`src/rtl/serial_audio_stereo_interleaver_if.sv`:
```
// Handshake bundle between a stereo-frame producer, the interleaver and the
// downstream word consumer (serial_audio_encoder).
interface serial_audio_stereo_interleaver_if #(
    parameter int audio_width = 32
);
    // Both sides use valid/ready: a transfer happens on the rising clk edge where
    // valid && ready; valid never waits for ready, and data holds while valid && !ready.
    logic                   i_valid;
    logic                   i_ready;
    logic [audio_width-1:0] i_left;
    logic [audio_width-1:0] i_right;
    logic                   o_valid;
    logic                   o_ready;
    logic                   o_is_left;
    logic [audio_width-1:0] o_audio;

    modport master (
        output i_valid, i_left, i_right, o_ready,
        input  i_ready, o_valid, o_is_left, o_audio
    );

    modport slave (
        input  i_valid, i_left, i_right, o_ready,
        output i_ready, o_valid, o_is_left, o_audio
    );
endinterface

```
`src/rtl/serial_audio_stereo_interleaver.sv`:
```
// Stereo frame FIFO that replays each frame as a left word then a right word.
// Define SAI_LEVEL_EN to add the o_level frame-count output.
module serial_audio_stereo_interleaver #(
    parameter int audio_width     = 32,
    parameter int fifo_depth_log2 = 2
) (
    input  logic                         clk,
    input  logic                         reset,
    serial_audio_stereo_interleaver_if.slave bus
`ifdef SAI_LEVEL_EN
    ,
    output logic [fifo_depth_log2:0]     o_level
`endif
);
    localparam int AW    = fifo_depth_log2;
    localparam int DEPTH = 1 << AW;
    localparam logic [AW:0] PTR_ONE = {{AW{1'b0}}, 1'b1};

    typedef enum logic {PH_LEFT = 1'b0, PH_RIGHT = 1'b1} phase_e;

    logic [2*audio_width-1:0] mem_q [DEPTH];
    logic [2*audio_width-1:0] mem_d [DEPTH];
    logic [AW:0]              wr_ptr_q, wr_ptr_d;
    logic [AW:0]              rd_ptr_q, rd_ptr_d;
    phase_e                   phase_q, phase_d;

    logic                     full, empty, push, word_xfer, pop_frame;
    logic [2*audio_width-1:0] head;

    // Pointers carry a wrap bit so full and empty are distinguishable.
    assign full      = (wr_ptr_q[AW] != rd_ptr_q[AW]) && (wr_ptr_q[AW-1:0] == rd_ptr_q[AW-1:0]);
    assign empty     = (wr_ptr_q == rd_ptr_q);
    assign push      = bus.i_valid && !full;
    assign word_xfer = !empty && bus.o_ready;
    assign pop_frame = word_xfer && (phase_q == PH_RIGHT);
    assign head      = mem_q[rd_ptr_q[AW-1:0]];

    assign bus.i_ready   = !full;
    assign bus.o_valid   = !empty;
    assign bus.o_is_left = (phase_q == PH_LEFT);
    assign bus.o_audio   = empty ? '0 :
                           (phase_q == PH_LEFT) ? head[2*audio_width-1:audio_width]
                                                : head[audio_width-1:0];

    always_comb begin
        mem_d    = mem_q;
        wr_ptr_d = wr_ptr_q;
        rd_ptr_d = rd_ptr_q;
        phase_d  = phase_q;
        if (push) begin
            mem_d[wr_ptr_q[AW-1:0]] = {bus.i_left, bus.i_right};
            wr_ptr_d                = wr_ptr_q + PTR_ONE;
        end
        if (word_xfer) begin
            phase_d = (phase_q == PH_LEFT) ? PH_RIGHT : PH_LEFT;
        end
        if (pop_frame) begin
            rd_ptr_d = rd_ptr_q + PTR_ONE;
        end
    end

`ifdef SAI_LEVEL_EN
    logic [AW:0] count_q, count_d;

    always_comb begin
        count_d = count_q;
        case ({push, pop_frame})
            2'b10:   count_d = count_q + PTR_ONE;
            2'b01:   count_d = count_q - PTR_ONE;
            default: count_d = count_q;
        endcase
    end

    assign o_level = count_q;

    always_ff @(posedge clk or posedge reset) begin
        if (reset) begin
            count_q <= '0;
        end else begin
            count_q <= count_d;
        end
    end
`endif

    always_ff @(posedge clk or posedge reset) begin
        if (reset) begin
            wr_ptr_q <= '0;
            rd_ptr_q <= '0;
            phase_q  <= PH_LEFT;
            for (int i = 0; i < DEPTH; i++) begin
                mem_q[i] <= '0;
            end
        end else begin
            wr_ptr_q <= wr_ptr_d;
            rd_ptr_q <= rd_ptr_d;
            phase_q  <= phase_d;
            mem_q    <= mem_d;
        end
    end
endmodule

```
`src/flat_wrapper.sv`:
```
// flat-port wrapper written by rule: the top's interface ports become plain ports
module serial_audio_stereo_interleaver_flat 
#(
    parameter int audio_width     = 32,
    parameter int fifo_depth_log2 = 2
)
  (clk, reset, bus_i_valid, bus_i_left, bus_i_right, bus_o_ready, bus_i_ready, bus_o_valid, bus_o_is_left, bus_o_audio);
  serial_audio_stereo_interleaver_if #(.audio_width(audio_width)) bus_i ();
  input  logic clk;
  input  logic reset;
  input wire logic [$bits(bus_i.i_valid)-1:0] bus_i_valid;
  input wire logic [$bits(bus_i.i_left)-1:0] bus_i_left;
  input wire logic [$bits(bus_i.i_right)-1:0] bus_i_right;
  input wire logic [$bits(bus_i.o_ready)-1:0] bus_o_ready;
  output wire logic [$bits(bus_i.i_ready)-1:0] bus_i_ready;
  output wire logic [$bits(bus_i.o_valid)-1:0] bus_o_valid;
  output wire logic [$bits(bus_i.o_is_left)-1:0] bus_o_is_left;
  output wire logic [$bits(bus_i.o_audio)-1:0] bus_o_audio;
  assign bus_i.i_valid = bus_i_valid;
  assign bus_i.i_left = bus_i_left;
  assign bus_i.i_right = bus_i_right;
  assign bus_i.o_ready = bus_o_ready;
  assign bus_i_ready = bus_i.i_ready;
  assign bus_o_valid = bus_i.o_valid;
  assign bus_o_is_left = bus_i.o_is_left;
  assign bus_o_audio = bus_i.o_audio;
  serial_audio_stereo_interleaver #(.audio_width(audio_width), .fifo_depth_log2(fifo_depth_log2)) u_core (.clk(clk), .reset(reset), .bus(bus_i));
endmodule
```
`config.mk`:
```
export PLATFORM = sky130hd
export DESIGN_NAME = serial_audio_stereo_interleaver_flat
export DESIGN_NICKNAME = d
export VERILOG_FILES = /design/src/rtl/serial_audio_stereo_interleaver_if.sv /design/src/rtl/serial_audio_stereo_interleaver.sv /design/src/flat_wrapper.sv
export SDC_FILE = /design/constraint.sdc
export NUM_CORES = 1
export LEC_CHECK = 0
export CORE_MARGIN = 2
export CORE_UTILIZATION = 45
export CTS_BUF_LIST = sky130_fd_sc_hd__clkbuf_2 sky130_fd_sc_hd__clkbuf_4 sky130_fd_sc_hd__clkbuf_8
export DETAILED_ROUTE_END_ITERATION = 7
export GPL_TIMING_DRIVEN = 0
export SLEW_MARGIN = 40
export SYNTH_ARGS = -nofsm -noshare
export SYNTH_HDL_FRONTEND = slang
export SYNTH_SLANG_ARGS = --single-unit
```
`constraint.sdc`:
```
create_clock -name clk -period 16.27 [get_ports clk]
set_input_delay 2.4405 -clock clk [delete_from_list [all_inputs] [get_ports clk]]
set_output_delay 2.4405 -clock clk [all_outputs]
set_load 0.05 [all_outputs]
```
==> impl_metrics.yaml, run 1 <==
route:
  drt_iter0_markers: 401
  vias: 7497
  routedWlPerCell_um: 21.00
  first_pass_iters: 4
  wl_mm: 28.93
  ant_nets: 0
  viasPerCell: 5.440
  drc: 0
global_routing:
  grt_pass1_wl_mm: 46.44
  grt_use_total_pct: 21.15
  grt_overflow_total: 0
  grt_max_degree: 64
  antenna_found_initial: 1
  grt_pass1_vias: 8092
synth:
  synth.area.top_cells: "dfrtp_1, mux2_1, mux2i_1, mux2_2, a22oi_1"
  synth_cell_type_count: 29
  synth_top_cell_by_area: "dfrtp_1"
  ys_async_sr_fraction_pct: 100.0
  ys_seq_area_share_pct: 54.21
  synth_nets: 921
  synth_edf_count: 0
  synth_flop_cell: "dfrtp_1"
  netlist.area_leader.share_pct: 54.21
  synth-seq-cells: 263
  syn_avg_cell_area_um2: 14.32
  synth_warnings: 0
  synth_area_mm2: 0.01214
  synthCells: 848
critical_path:
  crit_path_frequent_cell: "buf_2"
  cp-start-kind: "flop"
  crit_path_end_kind: "primary output"
  crit_path_top_delay_cell: "clkdlybuf4s50_1"
  crit_arrival_ns: 3.59
  crit_fanout: 10
  path_buf_inv: 4
  criticalPathCategory: "flop to primary output"
  reg2reg_from: "u_core.rd_ptr_q[0]"
  cp_data_required_time_ns: 13.83
  r2r.worst_path.cells: 5
  crit_chain: "buf_2 -> clkbuf_1 -> buf_2 -> mux2i_1 -> a22oi_1 -> and3_1 -> clkdlybuf4s50_1"
  setup.worst_path.start: "u_core.rd_ptr_q[1]"
  critical_path_cell_count: 7
  slowest_delay_ns: 0.80
  cp_top_family: "buffers and inverters"
cts:
  cts_inserted_buffers: 46
  post-cts-setup-buffer-count: 0
  clockRootBuffer: "clkbuf_8"
  h-tree-depth: 2
  clock-sinks: 263
  post_cts_resized: 0
  cts_tree: "built"
  cts.clk_slew.worst_paths_ns: 0.06
  cts_buffer_depth: 3
  worstSkewPairLatency_ns: 0.54
  post_cts_hold_buffer_count: 0
finish:
  final_area_mm2: 0.01467
  drive_above_1_share_pct: 20.39
  stdcell_count: 1378
  syn_to_final_growth_pct: 20.84
  fill_cells: 2314
  nets: 1075
placement:
  place_congestion: 0.7884
  io_buffers: 102
  dp_cells: 1295
  place_area_mm2: 0.01371
  hpwl_mm: 19.43
hold_path:
  hold_depth: 1
  worst_hold_path_type: "flop to flop"
  holdCritStartpoint: "u_core.mem_q[198]"
sta:
  fmax_ghz: 0.1657
  maxSlewHeadroom_pct: 51.19
  fin_skew_ns: 0.008536
  slew_violations: 0
  worst_slew_pin_slew_ns: 0.7321
  setup-violations-final: 0
  hold_violations: 0
  period_minus_slack_ns: 6.035
  rsz0062_at_grt: "false"
  finalCritPeriodShare_pct: 37.09
  final.setup.tns_ns: 0
floorplanning:
  die_w_um: 168.3
  core_mm2: 0.02673
  fp.dieH_um: 168.3
  dieArea_mm2: 0.02831
  start_util_pct: 45.43
  io_pins: 103
  num_rows: 60
flow_run:
  maxCapViolations: 0
status:
  outcome: "finished clean"
[kinds of logic (layout without fill, tap and decap cells)]
kind of cell               count (synthesis)  count (layout)  synth area share (%)
xor gates and xnor gates                  10              10                0.9997
DFF                                      263             263                 54.21
muxes                                    386             386                 34.48
other                                      0               2                     0
AOI/OAI and AO/OA                         74              74                 4.895
buffers and inverters                     64             251                 2.690
and+or+nand+nor                           46              46                 2.206
adders and majority gates                  5               5                0.5153
[metal layers]
metal  GRT usage (%)  share of wire [%]  vias up
met5               0                  0        -
met4           6.559                2.6        0
met3           3.902                3.8       53
met2           34.08                 46      146
met1           29.19                 47     3855
li1                -                  -     3443
[through the flow]
stage	utilization [%]	hold WS (ns)	worst slack (ns)
after floorplan	-	0.4574	6.589
after global placement	50.84	0.4662	2.874
after detailed placement	51.28	0.4740	10.75
after CTS	54.87	0.4863	10.15
after global routing	54.87	0.4965	10.02
final	54.89	0.4812	10.24
[layout by cell type (no fill, tap or decap), types with 6 or more instances in the layout]
cell             instances
buf_2                   33
dfrtp_1                263
clkbuf_1                19
and3_1                  32
clkdlybuf4s50_1        102
buf_6                    6
mux2_2                  78
mux2i_1                128
mux2_1                 180
clkbuf_4                17
clkbuf_8                58
a22oi_1                 64
[cell type report]
type                       instances  area (um^2)  area share (%)
multi-input combinational        521         5233           35.67
buffer                            60        312.8           2.132
sequential                       263         6581           44.86
inverter                           4        22.52          0.1535
clock buffer                      75        925.9           6.311
tap                              341        426.7           2.908
timing repair buffer             106         1131           7.710
clock inverter                     6        32.53          0.2217
antenna                            2        5.005         0.03412
[Yosys cell counts, drive strengths merged, types with 4 or more instances]
master and number:
a22oi 64, a31oi 5, and3 32, buf 41
clkbuf 19, dfrtp 263, ha 5, inv 4
mux2 258, mux2i 128, nand2 5, xnor2 5
xor2 5
[flip-flops by register name, indices dropped and copies added, names as in the netlist]
name             count
u_core.rd_ptr_q      3
u_core.mem_q       256
u_core.wr_ptr_q      3
u_core.phase_q       1
[worst paths after layout]
check | end | slack (ns)
setup / recovery | bus_o_audio[17] | 10.24
hold / removal | u_core.mem_q[198] | 0.48
setup reg to reg | u_core.mem_q[130] | 14.08
hold reg to reg | u_core.mem_q[198] | 0.48
max in group asynchronous | u_core.mem_q[227] | 13.10
min in group asynchronous | u_core.mem_q[147] | 2.30
Power of run 1 is not shown: default switching activity piles up to over one toggle a cycle in this logic, so the estimate is an artifact.
==> inputs of run 2 (changes only) <==
clock period = 5.8 ns   (was 16.27 ns; I/O delays follow)
==> impl_metrics.yaml, run 2 (synthesis results as in run 1) <==
status:
  outcome: "finished clean"
route:
  routedWlPerCell_um: 20.86
  viasPerCell: 5.385
  drc: 0
  vias: 7463
  first_pass_iters: 4
  ant_nets: 0
  drt_iter0_markers: 295
  wl_mm: 28.91
critical_path:
  slowest_delay_ns: 0.80
  crit_path_end_kind: "primary output"
  crit_chain: "buf_2 -> clkbuf_1 -> buf_2 -> mux2i_1 -> a22oi_1 -> and3_1 -> clkdlybuf4s50_1"
  crit_path_frequent_cell: "buf_2"
  crit_fanout: 10
  cp_data_required_time_ns: 4.93
  path_buf_inv: 4
  crit_path_top_delay_cell: "clkdlybuf4s50_1"
  setup.worst_path.start: "u_core.rd_ptr_q[1]"
  reg2reg_from: "u_core.rd_ptr_q[0]"
  cp_top_family: "buffers and inverters"
  criticalPathCategory: "flop to primary output"
  cp-start-kind: "flop"
  crit_arrival_ns: 3.58
finish:
  nets: 1084
  multi_input_area_mm2: 0.005233
  drive_above_1_share_pct: 21.15
  stdcell_count: 1386
  fill_cells: 2288
  mostFrequentLayoutCells: "dfrtp_1, mux2_1, mux2i_1"
  largest_reg_flops: 256
  reg_top3: "u_core.mem_q (256), u_core.rd_ptr_q (3), u_core.wr_ptr_q (3)"
  n_antenna_cell: 0
  syn_to_final_growth_pct: 23.13
  mostFrequentLayoutCell: "dfrtp_1"
  regMostFlops: "u_core.mem_q"
  seqCellArea_mm2: 0.006581
floorplanning:
  die_w_um: 168.3
  dieArea_mm2: 0.02831
  num_rows: 60
  io_pins: 103
  start_util_pct: 45.43
  fp.dieH_um: 168.3
  core_mm2: 0.02673
sta:
  setup-violations-final: 0
  rsz0062_at_grt: "false"
  fin_skew_ns: 0.02156
  maxSlewHeadroom_pct: 52.24
  fin_ws_ns: 1.351
  period_minus_slack_ns: 4.449
  hold_violations: 0
  worst_slew_pin_slew_ns: 0.7165
  fmax_ghz: 0.2248
  slew_violations: 0
  finalCritPeriodShare_pct: 76.70
placement:
  place_ws_ns: 1.825
  place_congestion: 0.7435
  dp_cells: 1304
  io_buffers: 102
  hpwl_mm: 19.88
cts:
  post-cts-setup-buffer-count: 0
  cts_buffer_depth: 3
  clockRootBuffer: "clkbuf_8"
  cts.clk_slew.worst_paths_ns: 0.06
  worstSkewPairLatency_ns: 0.54
  h-tree-depth: 2
  cts_inserted_buffers: 46
  cts_tree: "built"
  post_cts_resized: 0
  clock-sinks: 263
  post_cts_hold_buffer_count: 0
global_routing:
  grt_overflow_total: 0
  grt_pass1_vias: 7939
  grt_pass1_wl_mm: 46.08
  antenna_found_initial: 0
  grt_use_total_pct: 21.01
  grt_max_degree: 26
flow_run:
  maxCapViolations: 0
hold_path:
  holdCritStartpoint: "u_core.mem_q[218]"
  worst_hold_path_type: "flop to flop"
-- run 2: cell type report --
class	instances	area share, %
well taps	341	2.854
clock inverters	3	0.2678
flip-flops and latches	263	44.03
repair buffers	115	9.023
clock buffers	79	6.604
multi-input cells	521	35.00
plain buffers	60	2.093
inverters	4	0.1256
-- run 2: worst paths after layout --
check / to / slack, ns / depth (start not counted)
min: u_core.mem_q[218] / 0.48 / 1
max reg2reg: u_core.mem_q[81] / 3.60 / 5
max in group asynchronous: u_core.mem_q[103] / 4.14 / 6
min reg2reg: u_core.mem_q[218] / 0.48 / 1
min in group asynchronous: u_core.mem_q[83] / 0.67 / 2
max: bus_o_audio[17] / 1.35 / 7
-- run 2: layer usage --
| metal | GRT usage (%) | part of all wire, % | wire length, um | up-vias |
|---|---|---|---|---|
| li1 | - | - | - | 3459 |
| met1 | 29.07 | 47 | 13490 | 3822 |
| met2 | 34.16 | 47 | 13620 | 138 |
| met3 | 3.691 | 3.8 | 1102 | 44 |
| met4 | 5.960 | 2.4 | 706 | 0 |
| met5 | 0 | 0 | 0 | - |
-- run 2: through the flow --
stage / util (%) / instance area (um^2) / hold slack, ns / TNS, ns
floorplan: - / 12140 / 0.4574 / 0
global placement: 50.86 / 13590 / 0.4662 / -164.61
detailed placement: 52.08 / 13920 / 0.4739 / 0
CTS: 55.93 / 14950 / 0.4864 / 0
global route: 55.93 / 14950 / 0.4963 / 0
finish: 55.93 / 14950 / 0.4817 / 0
Power of run 2 is left out for the same reason.
